[src/rtl/solver_phase_scheduler.sv]
// rtl/solver_phase_scheduler.sv - MCMC solver phase sequencer with per-phase done handshakes
// Optional per-phase watchdog enabled by defining SOLVER_PHASE_TIMEOUT_EN.
module solver_phase_scheduler #(
  parameter int ITERATION_WIDTH   = 16,
  parameter int PROBABILITY_WIDTH = 8,
  parameter int TIMEOUT_CYCLES    = 1024
) (
  input  logic                         in_clk,
  input  logic                         in_reset,
  input  logic                         in_start,
  input  logic [ITERATION_WIDTH-1:0]   in_max_iterations,
  input  logic [PROBABILITY_WIDTH-1:0] in_random,
  input  logic [PROBABILITY_WIDTH-1:0] in_probability,
  input  logic                         in_setup_done,
  input  logic                         in_probabilistic_done,
  input  logic                         in_stochastic_done,
  input  logic                         in_adjust_done,
  input  logic                         in_checker_done,
  input  logic                         in_checker_satisfied,
  output logic [7:0]                   out_current_state,
  output logic                         out_busy,
  output logic                         out_done,
  output logic                         out_success,
  output logic [ITERATION_WIDTH-1:0]   out_iteration_count,
  output logic [ITERATION_WIDTH-1:0]   out_stochastic_count,
  output logic                         out_timeout
);

  typedef enum logic [2:0] {
    S_IDLE          = 3'd0,
    S_SETUP         = 3'd1,
    S_PROBABILISTIC = 3'd2,
    S_STOCHASTIC    = 3'd3,
    S_ADJUST        = 3'd4,
    S_CHECKER       = 3'd5,
    S_FINISH        = 3'd6
  } state_t;

  localparam logic [ITERATION_WIDTH-1:0] CNT_MAX = {ITERATION_WIDTH{1'b1}};

  state_t                       state_q, state_d;
  logic [ITERATION_WIDTH-1:0]   limit_q, limit_d;
  logic [ITERATION_WIDTH-1:0]   iter_q, iter_d;
  logic [ITERATION_WIDTH-1:0]   stoch_q, stoch_d;
  logic                         success_q, success_d;
  logic                         busy_q, done_q;
  logic                         select_stoch;
  logic [ITERATION_WIDTH:0]     iter_next_wide;

  assign select_stoch   = (in_random < in_probability);
  // One extra bit so a saturated count can never alias a nonzero limit.
  assign iter_next_wide = {1'b0, iter_q} + {{ITERATION_WIDTH{1'b0}}, 1'b1};

`ifdef SOLVER_PHASE_TIMEOUT_EN
  localparam int WD_W = $clog2(TIMEOUT_CYCLES + 1);
  localparam logic [WD_W-1:0] WD_LAST = WD_W'(TIMEOUT_CYCLES - 1);

  logic [WD_W-1:0] wd_q, wd_d;
  logic            timeout_q, timeout_d;
  logic            phase_done;

  always_comb begin
    phase_done = 1'b0;
    case (state_q)
      S_SETUP:         phase_done = in_setup_done;
      S_PROBABILISTIC: phase_done = in_probabilistic_done;
      S_STOCHASTIC:    phase_done = in_stochastic_done;
      S_ADJUST:        phase_done = in_adjust_done;
      S_CHECKER:       phase_done = in_checker_done;
      default:         phase_done = 1'b0;
    endcase
  end
`endif

  always_comb begin
    state_d   = state_q;
    limit_d   = limit_q;
    iter_d    = iter_q;
    stoch_d   = stoch_q;
    success_d = success_q;
`ifdef SOLVER_PHASE_TIMEOUT_EN
    timeout_d = timeout_q;
`endif
    case (state_q)
      S_IDLE, S_FINISH: begin
        if (in_start) begin
          limit_d   = in_max_iterations;
          iter_d    = '0;
          stoch_d   = '0;
          success_d = 1'b0;
`ifdef SOLVER_PHASE_TIMEOUT_EN
          timeout_d = 1'b0;
`endif
          state_d   = S_SETUP;
        end
      end
      S_SETUP: begin
        if (in_setup_done) begin
          if (select_stoch) begin
            state_d = S_STOCHASTIC;
            if (stoch_q != CNT_MAX) stoch_d = stoch_q + 1'b1;
          end else begin
            state_d = S_PROBABILISTIC;
          end
        end
      end
      S_PROBABILISTIC: if (in_probabilistic_done) state_d = S_ADJUST;
      S_STOCHASTIC:    if (in_stochastic_done)    state_d = S_ADJUST;
      S_ADJUST:        if (in_adjust_done)        state_d = S_CHECKER;
      S_CHECKER: begin
        if (in_checker_done) begin
          if (in_checker_satisfied) begin
            state_d   = S_FINISH;
            success_d = 1'b1;
          end else begin
            if (iter_q != CNT_MAX) iter_d = iter_q + 1'b1;
            if (limit_q != '0 && iter_next_wide == {1'b0, limit_q}) begin
              state_d   = S_FINISH;
              success_d = 1'b0;
            end else if (select_stoch) begin
              state_d = S_STOCHASTIC;
              if (stoch_q != CNT_MAX) stoch_d = stoch_q + 1'b1;
            end else begin
              state_d = S_PROBABILISTIC;
            end
          end
        end
      end
      default: state_d = S_IDLE;
    endcase
`ifdef SOLVER_PHASE_TIMEOUT_EN
    // Expiry only aborts when the phase's own done is absent, so done wins a tie.
    if (state_q != S_IDLE && state_q != S_FINISH && !phase_done && wd_q == WD_LAST) begin
      state_d   = S_FINISH;
      timeout_d = 1'b1;
      success_d = 1'b0;
    end
    if (state_q == S_IDLE || state_q == S_FINISH || phase_done)
      wd_d = '0;
    else
      wd_d = wd_q + 1'b1;
`endif
  end

  always_ff @(posedge in_clk) begin
    if (in_reset) begin
      state_q   <= S_IDLE;
      limit_q   <= '0;
      iter_q    <= '0;
      stoch_q   <= '0;
      success_q <= 1'b0;
      busy_q    <= 1'b0;
      done_q    <= 1'b0;
    end else begin
      state_q   <= state_d;
      limit_q   <= limit_d;
      iter_q    <= iter_d;
      stoch_q   <= stoch_d;
      success_q <= success_d;
      busy_q    <= (state_d != S_IDLE) && (state_d != S_FINISH);
      done_q    <= (state_d == S_FINISH);
    end
  end

`ifdef SOLVER_PHASE_TIMEOUT_EN
  always_ff @(posedge in_clk) begin
    if (in_reset) begin
      wd_q      <= '0;
      timeout_q <= 1'b0;
    end else begin
      wd_q      <= wd_d;
      timeout_q <= timeout_d;
    end
  end

  assign out_timeout = timeout_q;
`else
  logic unused_timeout_cfg;
  assign unused_timeout_cfg = ^TIMEOUT_CYCLES;
  assign out_timeout        = 1'b0;
`endif

  assign out_current_state    = {5'd0, state_q};
  assign out_busy             = busy_q;
  assign out_done             = done_q;
  assign out_success          = success_q;
  assign out_iteration_count  = iter_q;
  assign out_stochastic_count = stoch_q;

endmodule

[config.mk]
export PLATFORM = sky130hd
export DESIGN_NAME = solver_phase_scheduler
export DESIGN_NICKNAME = d
export VERILOG_FILES = /design/src/rtl/solver_phase_scheduler.sv
export SDC_FILE = /design/constraint.sdc
export NUM_CORES = 1
export LEC_CHECK = 0
export CELL_PAD_IN_SITES_DETAIL_PLACEMENT = 0
export CELL_PAD_IN_SITES_GLOBAL_PLACEMENT = 1
export CORE_ASPECT_RATIO = 1.4
export CORE_MARGIN = 2
export CORE_UTILIZATION = 37
export CTS_CLUSTER_DIAMETER = 60
export CTS_CLUSTER_SIZE = 20
export DETAILED_ROUTE_END_ITERATION = 12
export PLACE_DENSITY_LB_ADDON = 0.1
export SYNTH_ARGS = -nofsm -noshare
export SYNTH_HDL_FRONTEND = slang
export SYNTH_SLANG_ARGS = --single-unit
[constraint.sdc]
create_clock -name in_clk -period 3.75 [get_ports in_clk]
set_input_delay 0.5625 -clock in_clk [delete_from_list [all_inputs] [get_ports in_clk]]
set_output_delay 0.5625 -clock in_clk [all_outputs]
set_load 0.02 [all_outputs]
After elaboration in Yosys (flattened, before gate mapping)
Index checks and enable logic that the tools add are counted.

word-level totals
  flip-flop bits (word level) = 54
  output and inout bits = 44
  word-level logic and storage cells = 68

operators by class
  add/subtract/negate cells = 3
  magnitude comparators = 1
  eq/ne operators = 18
  mux-type cells = 27
  reductions and logical operators = 12

operators by type and width
  kind                                           count
  two-way mux 16 bit                             10
  one-hot mux 16 bit (3 select lines)            1
  adder 16 x 1 -> 16 bit, second input constant  2
  inequality test 16 bit, second input constant  2
  one-hot mux 16 bit (2 select lines)            1
  two-way mux 3 bit                              8
  one-hot mux 3 bit (6 select lines)             1
  adder 16 x 1 -> 17 bit, second input constant  1
  == test 17 x 16 -> 1 bit                       1
  nonzero test 16 bit                            1
  == test 3 bit, second input constant           4
  inequality test 2 bit, second input constant   6
  < comparator 8 bit                             1
  == test 3 x 2 -> 1 bit, second input constant  2
  inequality test 3 bit, second input constant   2
  AND reduction 6 bit                            1
  nonzero test 3 bit                             2
  two-way mux 1 bit                              5
  AND reduction 5 bit                            1
  AND reduction 4 bit                            1
  == test 3 x 1 -> 1 bit, second input constant  1
  logical NOT 3 bit                              1
  logical AND 1 bit                              2
  one-hot mux 1 bit (2 select lines)             1
  3 further kinds                                3

Longest topological paths before layout
  depth after elaboration = 9
  depth in mapped cells = 12
  mapped depth without buffers = 9

Worst setup path before layout
OpenSTA, ideal clock, no wires.

  kind = reg2reg
  from = reg iter_q[0] (netlist: out_iteration_count[0])
  to = reg stoch_q[13] (netlist: out_stochastic_count[13])
  arrival time = 3.194 ns
  path slack = 0.484 ns
  cell stages (with the launch flop) = 13
  path buffers = 3
  clock period less this slack = 3.266 ns
  cells stage by stage = dfxtp_1 ha_1 clkbuf_1 nand3_1 or4_4 mux2_4 nor3_4 nor4_4 or3_1 buf_6 buf_12 a211oi_2 mux2i_1

between the ends
  cells in the longest elaborated chain, start to end = 5

RTL lines
  what                             RTL line  text
  from (decl)                      43        logic [ITERATION_WIDTH-1:0] iter_q, iter_d;
  from (signal assigned)           157       iter_q <= iter_d;
  adder 16 x 1 -> 17 bit           52        assign iter_next_wide = {1'b0, iter_q} + {{ITERATION_WIDTH{1'b0}}, 1'b1};
  == test 17 x 16 -> 1 bit         117       if (limit_q != '0 && iter_next_wide == {1'b0, limit_q}) begin
  logical AND 1 bit                117
  inequality test 2 bit (no line)  --
  AND reduction 6 bit (no line)    --
  to (signal assigned)             158       stoch_q <= stoch_d;
  to (decl)                        44        logic [ITERATION_WIDTH-1:0] stoch_q, stoch_d;

No other way between the ends.
A chain may end at the register's enable or synchronous reset.

Worst setup path in the final report
  from = reg iter_q[1] (netlist: out_iteration_count[1])
  to = reg busy_q (netlist: out_busy)

between the ends
  cells in the longest elaborated chain, start to end = 9
  elaborated cells on any way between the ends = 10

RTL lines
  what                                                         RTL line  text
  adder 16 x 1 -> 17 bit (*)                                   52
  == test 17 x 16 -> 1 bit (*)                                 117
  logical AND 1 bit (*)                                        117
  two-way mux 3 bit (*)                                        117
  two-way mux 3 bit (*)                                        112       if (in_checker_satisfied) begin
  two-way mux 3 bit (*)                                        111       if (in_checker_done) begin
  one-hot mux 3 bit (6 select lines) (*)                       84        case (state_q)
  inequality test 3 bit or nonzero test 3 bit (tied branches)  160       busy_q <= (state_d != S_IDLE) && (state_d != S_FINISH);
  logical AND 1 bit (*)                                        160
  to (signal assigned)                                         160
  to (decl)                                                    46        logic busy_q, done_q;

Mark *: on every way between the ends. The rest lies on a longest branch, timed or not.

==> flow_summary.yaml <==
status:
  status: "finished, final reports clean"
synth:
  synth_top_area_cell: "dfxtp_1"
  synth_mux_area_frac: 0.02270
  yosys_register_bits: 54
  synth_simple_gate_area_share: 0.3098
  synth_cells: 478
  ys_warn_count: 0
  synthAdderAreaFrac: 0.03005
  synth.top_cells.by_area: "dfxtp_1 29%, nand2_1 7.9%, a21oi_1 6.1%"
  netlist_area_sq_um: 3747
  synth-edff-count: 0
  synth_top_family_by_area: "simple AND/OR/NAND/NOR gates"
  syn_avg_cell_area_sq_um: 7.840
  synth_top_area_frac: 0.2885
  async_flop_share: 0
  synth_compound_area_frac: 0.2150
  synth-xor-area-share: 0.04674
  seq_area_frac_synth: 0.2885
  synthDistinctLibCells: 75
  ys.flop_type: "dfxtp_1"
critical_path:
  cp_max_fo: 8
  reg2reg_depth: 10
  path_cells: "ha_1 -> nand2_1 -> nor3_1 -> xnor2_1 -> or4_4 -> nor4_4 -> buf_4 -> nor2_1 -> a21boi_0 -> o221ai_1"
  critPathMaxStageDelay_ns: 0.56
  crit_buf_inv: 1
  regToRegEndpoint: "out_busy"
  rr_startpoint: "out_iteration_count[1]"
  cp_slowest_cell: "or4_4"
  cp_top_family: "simple AND/OR/NAND/NOR gates"
  worstPathRequired_ns: 3.90
  critPathLaunchType: "flip-flop"
  arrival_ns: 3.48
  r2r_slack_ns: 0.42
  cp-end-kind: "flip-flop"
  worstSetupPathType: "flip-flop to flip-flop"
cts:
  cts_resized: 0
  cts_htree_levels: 2
  root_buffer: "clkbuf_16"
  holdBufCountCts: 0
  cts.path.max_buffers: 2
  numCtsBuffers: 5
  cts_tree: "done"
  cts_setup_buffers: 0
  cts.sinks: 54
  clk_latency_ns: 0.29
  clkTransAtPathRegs_ns: 0.07
worst_hold_path:
  min_path_type: "flip-flop to flip-flop"
  hold_end: "out_stochastic_count[9]"
  min-delay-start: "out_stochastic_count[9]"
  whs_path_depth: 2
timing:
  worst_pin_slew_ns: 1.060
  finalSetupViolations: 0
  fmax_mhz: 300.2
  rsz0062_at_grt: "false"
  fin_tns_setup_ns: 0
  min_period_ns: 3.331
  slew_viol_final: 0
  max-slew-margin-rel: 0.2905
  hold_viol: 0
  min_period_over_period: 0.8884
  hold-worst-slack_ns: 0.4879
  fin_skew_ns: 0.004716
route:
  vias: 3744
  routed_wl_mm: 11.04
  firstDrtPassIters: 4
  wl_per_cell_microns: 16.11
  drc: 0
  drt_iter0_drc: 120
  ant_nets: 0
  via_per_inst: 5.466
finish:
  multi_input_area_sq_um: 2362
  num_antenna_cells: 0
  drive_gt1_frac: 0.09091
  fill_cells: 1052
  area_growth_pct: 25.84
  layout_commonest_cell: "nand2_1"
  fin_nets: 599
  final_cell_mix: "79 x nand2_1, 78 x clkdlybuf4s50_1, 54 x dfxtp_1, 46 x a21oi_1, 26 x o21ai_0"
  seqCellArea_sq_um: 1081
power:
  powerDensity_nw_per_um2: 416.2
  worst_ir_drop_vdd_mv: 0.2344
  leakagePower_nw: 1.707
grt:
  grt_pass1_wl_mm: 17.77
  first_global_vias: 3592
  grt_max_degree: 49
  grt.overflow.total: 0
  grtUsageTotal: 0.2073
  antenna_found_initial: 0
floorplanning:
  start_util: 0.3785
  rows: 43
  die_h_microns: 123.1
  core_sq_um: 9899
  die_area_sq_um: 10960
  die_x_microns: 89.06
  io_pins: 85
place:
  portBuffers: 78
  hpwlAfterDp_mm: 8.247
  gp_congestion: 0.8940
flow_run:
  cap_violations: 0
## through the flow
| stage | utilization | setup WS [ns] | cell area, sq um | power, W | cells |
|---|---|---|---|---|---|
| 2_1_floorplan | - | 0.4840 | 3766 | 0.001249 | 483 |
| 3_3_place_gp | 0.4612 | 0.3138 | 4566 | 0.001494 | 677 |
| 3_5_place_dp | 0.4612 | 0.2413 | 4566 | 0.001499 | 677 |
| 4_1_cts | 0.4764 | 0.4064 | 4716 | 0.001983 | 685 |
| 5_1_grt | 0.4764 | 0.1590 | 4716 | 0.002089 | 685 |
| 6_report | 0.4764 | 0.4186 | 4716 | 0.001963 | 685 |
## state kept, by name (all words and copies together), names as in the netlist
name	cells
out_done	1
limit_q	16
out_success	1
out_iteration_count	16
out_busy	1
out_stochastic_count	16
state_q	3
## worst reg2reg max path: stages (launching register included)
cell and delay (ns):
dfxtp_1 0.43, ha_1 0.40, nand2_1 0.15, nor3_1 0.46
xnor2_1 0.16, or4_4 0.56, nor4_4 0.32, buf_4 0.20
nor2_1 0.08, a21boi_0 0.27, o221ai_1 0.17
## worst max path at each step
| stage | cells after the start | start | end |
|---|---|---|---|
| finish | 10 | out_iteration_count[1] | out_busy |
| global route | 10 | out_iteration_count[1] | out_busy |
| CTS | 10 | out_iteration_count[1] | out_busy |
| detailed placement | 11 | in_probability[7] | out_stochastic_count[11] |
| global placement | 11 | in_probability[7] | out_stochastic_count[11] |
| floorplan | 12 | out_iteration_count[0] | out_stochastic_count[13] |
## routing by layer
metal	GRT usage	up-vias	wire, microns
met5	0	-	0
met2	0.3885	92	5998
met3	0.02470	16	349
li1	-	1861	-
met4	0.08022	0	299
met1	0.2331	1775	4388
## area by class of cell
class | count | area share
sequential | 54 | 0.2292
timing repair buffer | 92 | 0.1878
multi-input combinational | 378 | 0.5009
clock inverter | 3 | 0.005306
clock buffer | 5 | 0.02653
inverter | 18 | 0.01433
tap | 135 | 0.03582
## cell usage after synthesis, drive strengths merged (2+ instances only)
library cell  instances
nand2                79
dfxtp                54
a21oi                47
o21ai                32
nor2                 25
clkbuf               18
inv                  18
and3                 13
buf                  13
nand3                13
nor4                 13
or3                  13
xnor2                13
or4                  10
ha                    9
mux2i                 7
nand4                 7
nor3                  7
xor2                  7
a211oi                6
and2                  6
nand2b                6
a31oi                 5
nand3b                5
a2111o                4
nor2b                 4
o211ai                4
a21o                  3
a22o                  2
a311oi                2
nor3b                 2
o2111ai               2
o21a                  2
o221ai                2
o22a                  2
or2                   2
## logic make-up (layout without fill, tap and decap cells)
kind of cell,after synthesis,in the layout
AOI/OAI and AO/OA,126,126
xor gates and xnor gates,20,20
adders and majority gates,9,9
buffers and inverters,51,118
DFF,54,54
muxes,8,8
other,1,6
and+or+nand+nor,209,209
## where the power goes
group	leakage, nW	internal [W]	switching, W
clock network	0.0704	0.000252	0.000227
registers	0.438	0.000627	0.0000788
logic	1.20	0.000310	0.000469
Note: power is estimated with default switching activity, not from simulation.
